===== src/rtl/vga_sync_porch_pkg.sv =====
// Shared VGA timing constants and types for the raster generator, renderer and sync logic.
package vga_sync_porch_pkg;

  // Standard 640x480 @ 60 Hz raster, in pixel clocks and lines.
  localparam int VGA_TOTAL_COLS    = 800;
  localparam int VGA_TOTAL_ROWS    = 525;
  localparam int VGA_ACTIVE_COLS   = 640;
  localparam int VGA_ACTIVE_ROWS   = 480;
  localparam int VGA_H_FRONT_PORCH = 16;
  localparam int VGA_H_BACK_PORCH  = 48;
  localparam int VGA_V_FRONT_PORCH = 10;
  localparam int VGA_V_BACK_PORCH  = 33;

  localparam int COUNT_W = 10;
  localparam int COLOR_W = 4;
  localparam int FRAME_W = 8;

  typedef logic [COUNT_W-1:0] count_t;
  typedef logic [COLOR_W-1:0] color_t;
  typedef logic [FRAME_W-1:0] frame_t;

  // Timing flags that travel together through the video delay line.
  typedef struct packed {
    logic hsync;
    logic vsync;
    logic active;
  } sync_bits_t;

  // Idle raster state: both syncs high (inactive) and colour blanked.
  localparam sync_bits_t SYNC_IDLE = '{hsync: 1'b1, vsync: 1'b1, active: 1'b0};

  // True when pos lies in the inclusive window first..last.
  function automatic logic in_span(input count_t pos, input count_t first, input count_t last);
    return (pos >= first) && (pos <= last);
  endfunction

endpackage


===== src/rtl/sync_delay_line.sv =====
// Fixed-depth shift register used to line up raster timing with renderer latency.
module sync_delay_line
  import vga_sync_porch_pkg::*;
#(
  parameter int               WIDTH       = 3,
  parameter int               DEPTH       = 2,
  parameter logic [WIDTH-1:0] RESET_VALUE = '0
) (
  input  logic             clk,
  input  logic             rst,
  input  logic [WIDTH-1:0] sample,
  output logic [WIDTH-1:0] delayed
);

  logic [WIDTH-1:0] stage [DEPTH];

  // Shift the sample one stage per clock; reset loads the idle value everywhere.
  always_ff @(posedge clk or posedge rst) begin
    if (rst) begin
      for (int i = 0; i < DEPTH; i++) begin
        stage[i] <= RESET_VALUE;
      end
    end else begin
      stage[0] <= sample;
      for (int i = 1; i < DEPTH; i++) begin
        stage[i] <= stage[i-1];
      end
    end
  end

  assign delayed = stage[DEPTH-1];

endmodule


===== src/rtl/vga_sync_porch.sv =====
// VGA raster generator: counts, porch-aware syncs aligned to renderer latency, blanking and game tick.
module vga_sync_porch
  import vga_sync_porch_pkg::*;
#(
  parameter int TOTAL_COLS      = VGA_TOTAL_COLS,
  parameter int TOTAL_ROWS      = VGA_TOTAL_ROWS,
  parameter int ACTIVE_COLS     = VGA_ACTIVE_COLS,
  parameter int ACTIVE_ROWS     = VGA_ACTIVE_ROWS,
  parameter int H_FRONT_PORCH   = VGA_H_FRONT_PORCH,
  parameter int H_BACK_PORCH    = VGA_H_BACK_PORCH,
  parameter int V_FRONT_PORCH   = VGA_V_FRONT_PORCH,
  parameter int V_BACK_PORCH    = VGA_V_BACK_PORCH,
  parameter int VIDEO_DELAY     = 2,
  parameter int FRAMES_PER_TICK = 30
) (
  input  logic               i_Clk,
  input  logic               i_Rst,
  input  logic [COLOR_W-1:0] i_Red_Video,
  input  logic [COLOR_W-1:0] i_Grn_Video,
  input  logic [COLOR_W-1:0] i_Blu_Video,
  output logic [COUNT_W-1:0] o_Col_Count,
  output logic [COUNT_W-1:0] o_Row_Count,
  output logic               o_Frame_Start,
  output logic               o_Game_Tick,
  output logic               o_HSync,
  output logic               o_VSync,
  output logic [COLOR_W-1:0] o_Red_Video,
  output logic [COLOR_W-1:0] o_Grn_Video,
  output logic [COLOR_W-1:0] o_Blu_Video
);

  localparam int MAX_COUNT = 1 << COUNT_W;

  // Reject timing sets that would give an empty or out-of-frame sync pulse.
  if (TOTAL_COLS > MAX_COUNT || TOTAL_ROWS > MAX_COUNT) begin : g_bad_total
    $error("vga_sync_porch: TOTAL_COLS/TOTAL_ROWS exceed the 10-bit counters");
  end
  if (ACTIVE_COLS < 1 || ACTIVE_COLS + H_FRONT_PORCH >= TOTAL_COLS - H_BACK_PORCH) begin : g_bad_h
    $error("vga_sync_porch: horizontal sync start must be before sync end");
  end
  if (ACTIVE_ROWS < 1 || ACTIVE_ROWS + V_FRONT_PORCH >= TOTAL_ROWS - V_BACK_PORCH) begin : g_bad_v
    $error("vga_sync_porch: vertical sync start must be before sync end");
  end
  if (H_BACK_PORCH < 0 || V_BACK_PORCH < 0 || H_FRONT_PORCH < 0 || V_FRONT_PORCH < 0) begin : g_bad_porch
    $error("vga_sync_porch: porch widths must not be negative");
  end
  if (VIDEO_DELAY < 1 || VIDEO_DELAY > 4) begin : g_bad_delay
    $error("vga_sync_porch: VIDEO_DELAY must be 1..4");
  end
  if (FRAMES_PER_TICK < 1 || FRAMES_PER_TICK > 255) begin : g_bad_tick
    $error("vga_sync_porch: FRAMES_PER_TICK must be 1..255");
  end

  localparam count_t COL_LAST = count_t'(TOTAL_COLS - 1);
  localparam count_t ROW_LAST = count_t'(TOTAL_ROWS - 1);
  localparam count_t ACT_COLS = count_t'(ACTIVE_COLS);
  localparam count_t ACT_ROWS = count_t'(ACTIVE_ROWS);
  localparam count_t HS_FIRST = count_t'(ACTIVE_COLS + H_FRONT_PORCH);
  localparam count_t HS_LAST  = count_t'(TOTAL_COLS - H_BACK_PORCH - 1);
  localparam count_t VS_FIRST = count_t'(ACTIVE_ROWS + V_FRONT_PORCH);
  localparam count_t VS_LAST  = count_t'(TOTAL_ROWS - V_BACK_PORCH - 1);
  localparam frame_t TICK_LAST = frame_t'(FRAMES_PER_TICK - 1);

  count_t     col;
  count_t     row;
  frame_t     frame_cnt;
  sync_bits_t raw;
  sync_bits_t delayed;
  logic       frame_start;
  logic       game_tick;

  // Raster position: column runs every clock, row advances on each column wrap.
  always_ff @(posedge i_Clk or posedge i_Rst) begin
    if (i_Rst) begin
      col <= '0;
      row <= '0;
    end else if (col == COL_LAST) begin
      col <= '0;
      row <= (row == ROW_LAST) ? '0 : row + count_t'(1);
    end else begin
      col <= col + count_t'(1);
    end
  end

  // Undelayed timing flags for the position currently shown to the renderer.
  always_comb begin
    raw        = SYNC_IDLE;
    raw.hsync  = !in_span(col, HS_FIRST, HS_LAST);
    raw.vsync  = !in_span(row, VS_FIRST, VS_LAST);
    raw.active = (col < ACT_COLS) && (row < ACT_ROWS);
  end

  // Hold the timing flags back by the renderer's latency.
  sync_delay_line #(
    .WIDTH       ($bits(sync_bits_t)),
    .DEPTH       (VIDEO_DELAY),
    .RESET_VALUE (SYNC_IDLE)
  ) u_delay (
    .clk     (i_Clk),
    .rst     (i_Rst),
    .sample  (raw),
    .delayed (delayed)
  );

  // One more stage registers the syncs alongside the captured, blanked colour.
  always_ff @(posedge i_Clk or posedge i_Rst) begin
    if (i_Rst) begin
      o_HSync     <= 1'b1;
      o_VSync     <= 1'b1;
      o_Red_Video <= '0;
      o_Grn_Video <= '0;
      o_Blu_Video <= '0;
    end else begin
      o_HSync     <= delayed.hsync;
      o_VSync     <= delayed.vsync;
      o_Red_Video <= delayed.active ? i_Red_Video : '0;
      o_Grn_Video <= delayed.active ? i_Grn_Video : '0;
      o_Blu_Video <= delayed.active ? i_Blu_Video : '0;
    end
  end

  // The counters sit at (0,0) throughout reset, so the pulse is masked until release.
  assign frame_start = !i_Rst && (col == '0) && (row == '0);
  assign game_tick   = frame_start && (frame_cnt == TICK_LAST);

  // Count frames and restart the tick period on the frame that fires the tick.
  always_ff @(posedge i_Clk or posedge i_Rst) begin
    if (i_Rst) begin
      frame_cnt <= '0;
    end else if (frame_start) begin
      frame_cnt <= game_tick ? '0 : frame_cnt + frame_t'(1);
    end
  end

  assign o_Col_Count   = col;
  assign o_Row_Count   = row;
  assign o_Frame_Start = frame_start;
  assign o_Game_Tick   = game_tick;

endmodule


===== config.mk =====
export PLATFORM = sky130hd
export DESIGN_NAME = vga_sync_porch
export DESIGN_NICKNAME = d
export VERILOG_FILES = /design/src/rtl/vga_sync_porch_pkg.sv /design/src/rtl/sync_delay_line.sv /design/src/rtl/vga_sync_porch.sv
export SDC_FILE = /design/constraint.sdc
export NUM_CORES = 1
export LEC_CHECK = 0
export CORE_UTILIZATION = 30
export DETAILED_ROUTE_END_ITERATION = 12
export SKIP_CTS_REPAIR_TIMING = 1
export SYNTH_ARGS = -nofsm -noshare
export SYNTH_HDL_FRONTEND = slang
export SYNTH_SLANG_ARGS = --single-unit

===== constraint.sdc =====
create_clock -name i_Clk -period 4.9 [get_ports i_Clk]
set_clock_uncertainty 0.1 [all_clocks]
set_input_delay 0.98 -clock i_Clk [delete_from_list [all_inputs] [get_ports i_Clk]]
set_output_delay 0.98 -clock i_Clk [all_outputs]
set_load 0.1 [all_outputs]

==> results.yml <==
cts:
  cts_tree: "built"
  cts-root-buf: "clkbuf_8"
  cts_sinks: 48
  clk_path_buf_depth: 2
  cts_max_level: 2
  numCtsBuffers: 5
  path_clk_slew_ns: 0.09
  clkLatencyLatePin_ns: 0.30
layout:
  antenna_cells: 0
  areaGrowthSynthToFinish_pct: 32.9
  nets: 270
  stdcell_area_um2: 2900
  drive_gt1_share_pct: 11.6
worst_hold_path:
  min_path_type: "register to register"
yosys:
  ys_ff_latch: 48
  syn_inst: 199
  synth_xor_area_share_pct: 4.82
  synthAdderAreaFrac_pct: 4.01
  synth_cell_types: 42
  synth_top_family_by_area: "simple AND/OR/NAND/NOR gates"
  synth.cell_area_um2: 2180
  synth_compound_area_share_pct: 6.71
  yosysWarnings: 0
  avgSynthCellArea_um2: 11.0
  synth_nets: 220
  synth-simple-area-share_pct: 25.0
  synth_mux_area_share_pct: 0.975
  ys_seq_area_share_pct: 55.4
worst_setup_path:
  critPathBufInv: 2
  end_kind: "primary output"
  path_class: "input pin to primary output"
  crit_arrival_ns: 2.70
  cp.required_ns: 3.82
  critPathTopFamily: "simple AND/OR/NAND/NOR gates"
  critPathMaxStageDelay_ns: 0.46
  crit_path_top_delay_cell: "clkdlybuf4s50_1"
  path_max_fanout: 4
  setup.worst_path.start_class: "input pin"
  worstPathCellList: "clkdlybuf4s50_1, nor4b_1, nand4b_1, or2_2, nor2b_1, buf_4"
drt:
  avgViaCountPerCell: 4.69
  ant_nets: 0
  drc: 0
  first_pass_iters: 4
  drt_wl_total_mm: 4.40
  wl_per_cell_um: 12.7
  via_count: 1623
  drt_iter0_markers: 102
timing:
  hold_violations: 0
  setup_viol: 0
  slew_headroom_pct: 33.7
  worst_slew_pin_slew_ns: 0.993
  setup_ws_ns: 1.12
  min_period_ns: 3.78
  fin_crit_sh_pct: 77.1
  slew_viol_final: 0
  rsz0062_at_grt: "no"
  timing.hold.ws_ns: 0.252
  max_freq_mhz: 265
  timing.setup.tns_ns: 0
job:
  cap_viol_max_count: 0
die:
  die_h_um: 87.3
  fp-row-count: 30
  start_util_pct: 31.6
  dieArea_um2: 7620
  core_area_um2: 6910
  ios: 50
  die_x_um: 87.3
grt:
  overflow: 0
  grt_pass1_vias: 1547
  track_usage_pct: 12.3
  grt_max_degree: 49
  grt_pass1_wl_mm: 7.31
  antenna_found_initial: 0
place:
  place_congestion: 0.765
  pre_cts_ws_ns: 1.16
  port_buffers: 49
  dp_hpwl_mm: 3.04
  postPlaceCellArea_um2: 2760
power_and_ir_drop:
  power.total_w: 0.000819
  leakage_nw: 1.22
  power_density_nw_per_um2: 282
  peakVddDrop_v: 0.000105
run_status:
  status: "finished, final reports clean"
-- layout make-up --
type                    count  area (um^2)
multi-input cells         135          906
flip-flops and latches     48         1210
fillers                   715         4010
clock buffers               5         68.8
inverters                   9         33.8
clock inverters             3         68.8
well taps                  96          120
repair buffers             50          493
-- state kept, by name, indices dropped and copies added, names as in the netlist --
name and flops:
o_Grn_Video 4, frame_cnt 8, o_Red_Video 4, o_VSync 1, o_HSync 1, o_Col_Count 10
u_delay.stage 3, o_Blu_Video 4, u_delay.delayed 3, o_Row_Count 10
-- through the flow --
step	std cells	utilization, %
2_1_floorplan	199	-
3_3_place_gp	338	40.0
3_5_place_dp	338	40.0
4_1_cts	346	42.0
5_1_grt	346	42.0
6_report	346	42.0
-- where the power goes --
group	internal, W	switching (W)	total [W]	leakage (nW)
Combinational	0.0000202	0.0000505	0.0000707	0.561
Clock	0.000205	0.000139	0.000345	0.0687
Sequential	0.000401	0.00000178	0.000403	0.595
Total	0.000627	0.000192	0.000819	1.22
-- synth_stat cells --
cell,instances,area (um^2)
nor4b_1,3,26.3
buf_6,1,11.3
and3_1,3,18.8
nor2_1,12,45.0
o2bb2ai_1,1,8.76
nand3_2,1,10.0
clkbuf_1,6,22.5
ha_1,7,87.6
and4_1,1,8.76
nor3b_1,1,7.51
o22a_1,2,17.5
o2111ai_1,1,8.76
dfstp_2,6,158
nand2_1,8,30.0
or3_1,1,6.26
a21oi_1,1,5.00
or2_2,2,12.5
nor2b_1,4,25.0
o21ai_0,8,40.0
nand4_1,8,50.1
or3_4,2,22.5
and2_1,12,75.1
xnor2_1,3,26.3
nand3_1,13,65.1
a31oi_1,1,6.26
xor2_1,9,78.8
inv_1,9,33.8
nor3_1,5,25.0
nand2b_1,2,12.5
mux2i_1,1,10.0
o31ai_1,4,30.0
o22ai_1,1,6.26
nand3b_1,1,7.51
and2_2,1,7.51
or3_2,1,7.51
dfrtp_1,42,1050
mux2_2,1,11.3
a211o_1,1,8.76
o21a_1,2,15.0
nand4b_1,1,8.76
nor4_1,7,43.8
nor3_2,3,30.0
-- worst paths after layout --
check | slack, ns | startpoint | end | depth (start not counted)
max | 1.12 | i_Rst | o_Game_Tick | 6
min | 0.25 | u_delay.stage[3] | u_delay.delayed[0] | 0
max reg2reg | 2.53 | o_Row_Count[0] | frame_cnt[5] | 6
min reg2reg | 0.25 | u_delay.stage[3] | u_delay.delayed[0] | 0
max in group asynchronous | 2.88 | i_Rst | o_Grn_Video[3] | 2
min in group asynchronous | 1.19 | i_Rst | o_Col_Count[1] | 2
-- layout by cell type, fill, tap and decap left out, types with 2 or more instances in the layout --
cell             Yosys  routed
and2_1              12      12
and3_1               3       3
buf_4                0       3
bufinv_16            0       2
clkbuf_8             0       5
clkdlybuf4s50_1      0      47
dfrtp_1             42      42
dfstp_2              6       6
ha_1                 7       7
inv_1                9       8
nand2_1              8       8
nand2b_1             2       2
nand3_1             13      13
nand4_1              8       8
nor2_1              12      12
nor2b_1              4       4
nor3_1               5       5
nor3_2               3       3
nor4_1               7       7
nor4b_1              3       3
o21a_1               2       2
o21ai_0              8       8
o22a_1               2       2
o31ai_1              4       4
or2_2                2       2
or3_4                2       2
xnor2_1              3       3
xor2_1               9       9
-- routing by layer --
layer	wire, um	GRT usage, %	share of wire (%)
met5	0	0	0
met1	2050	15.2	47
met2	2050	20.7	47
met4	56	4.02	1.3
met3	241	3.51	5.5
-- cells by family after synthesis --
| logic type | Yosys count |
|---|---|
| AO/OA/AOI/OAI | 22 |
| flip-flops | 48 |
| buffers and inverters | 16 |
| XOR/XNOR | 12 |
| adder cells (fa/ha/maj) | 7 |
| multiplexers | 2 |
| AND/OR/NAND/NOR | 92 |
(Power assumes the default switching activity.)
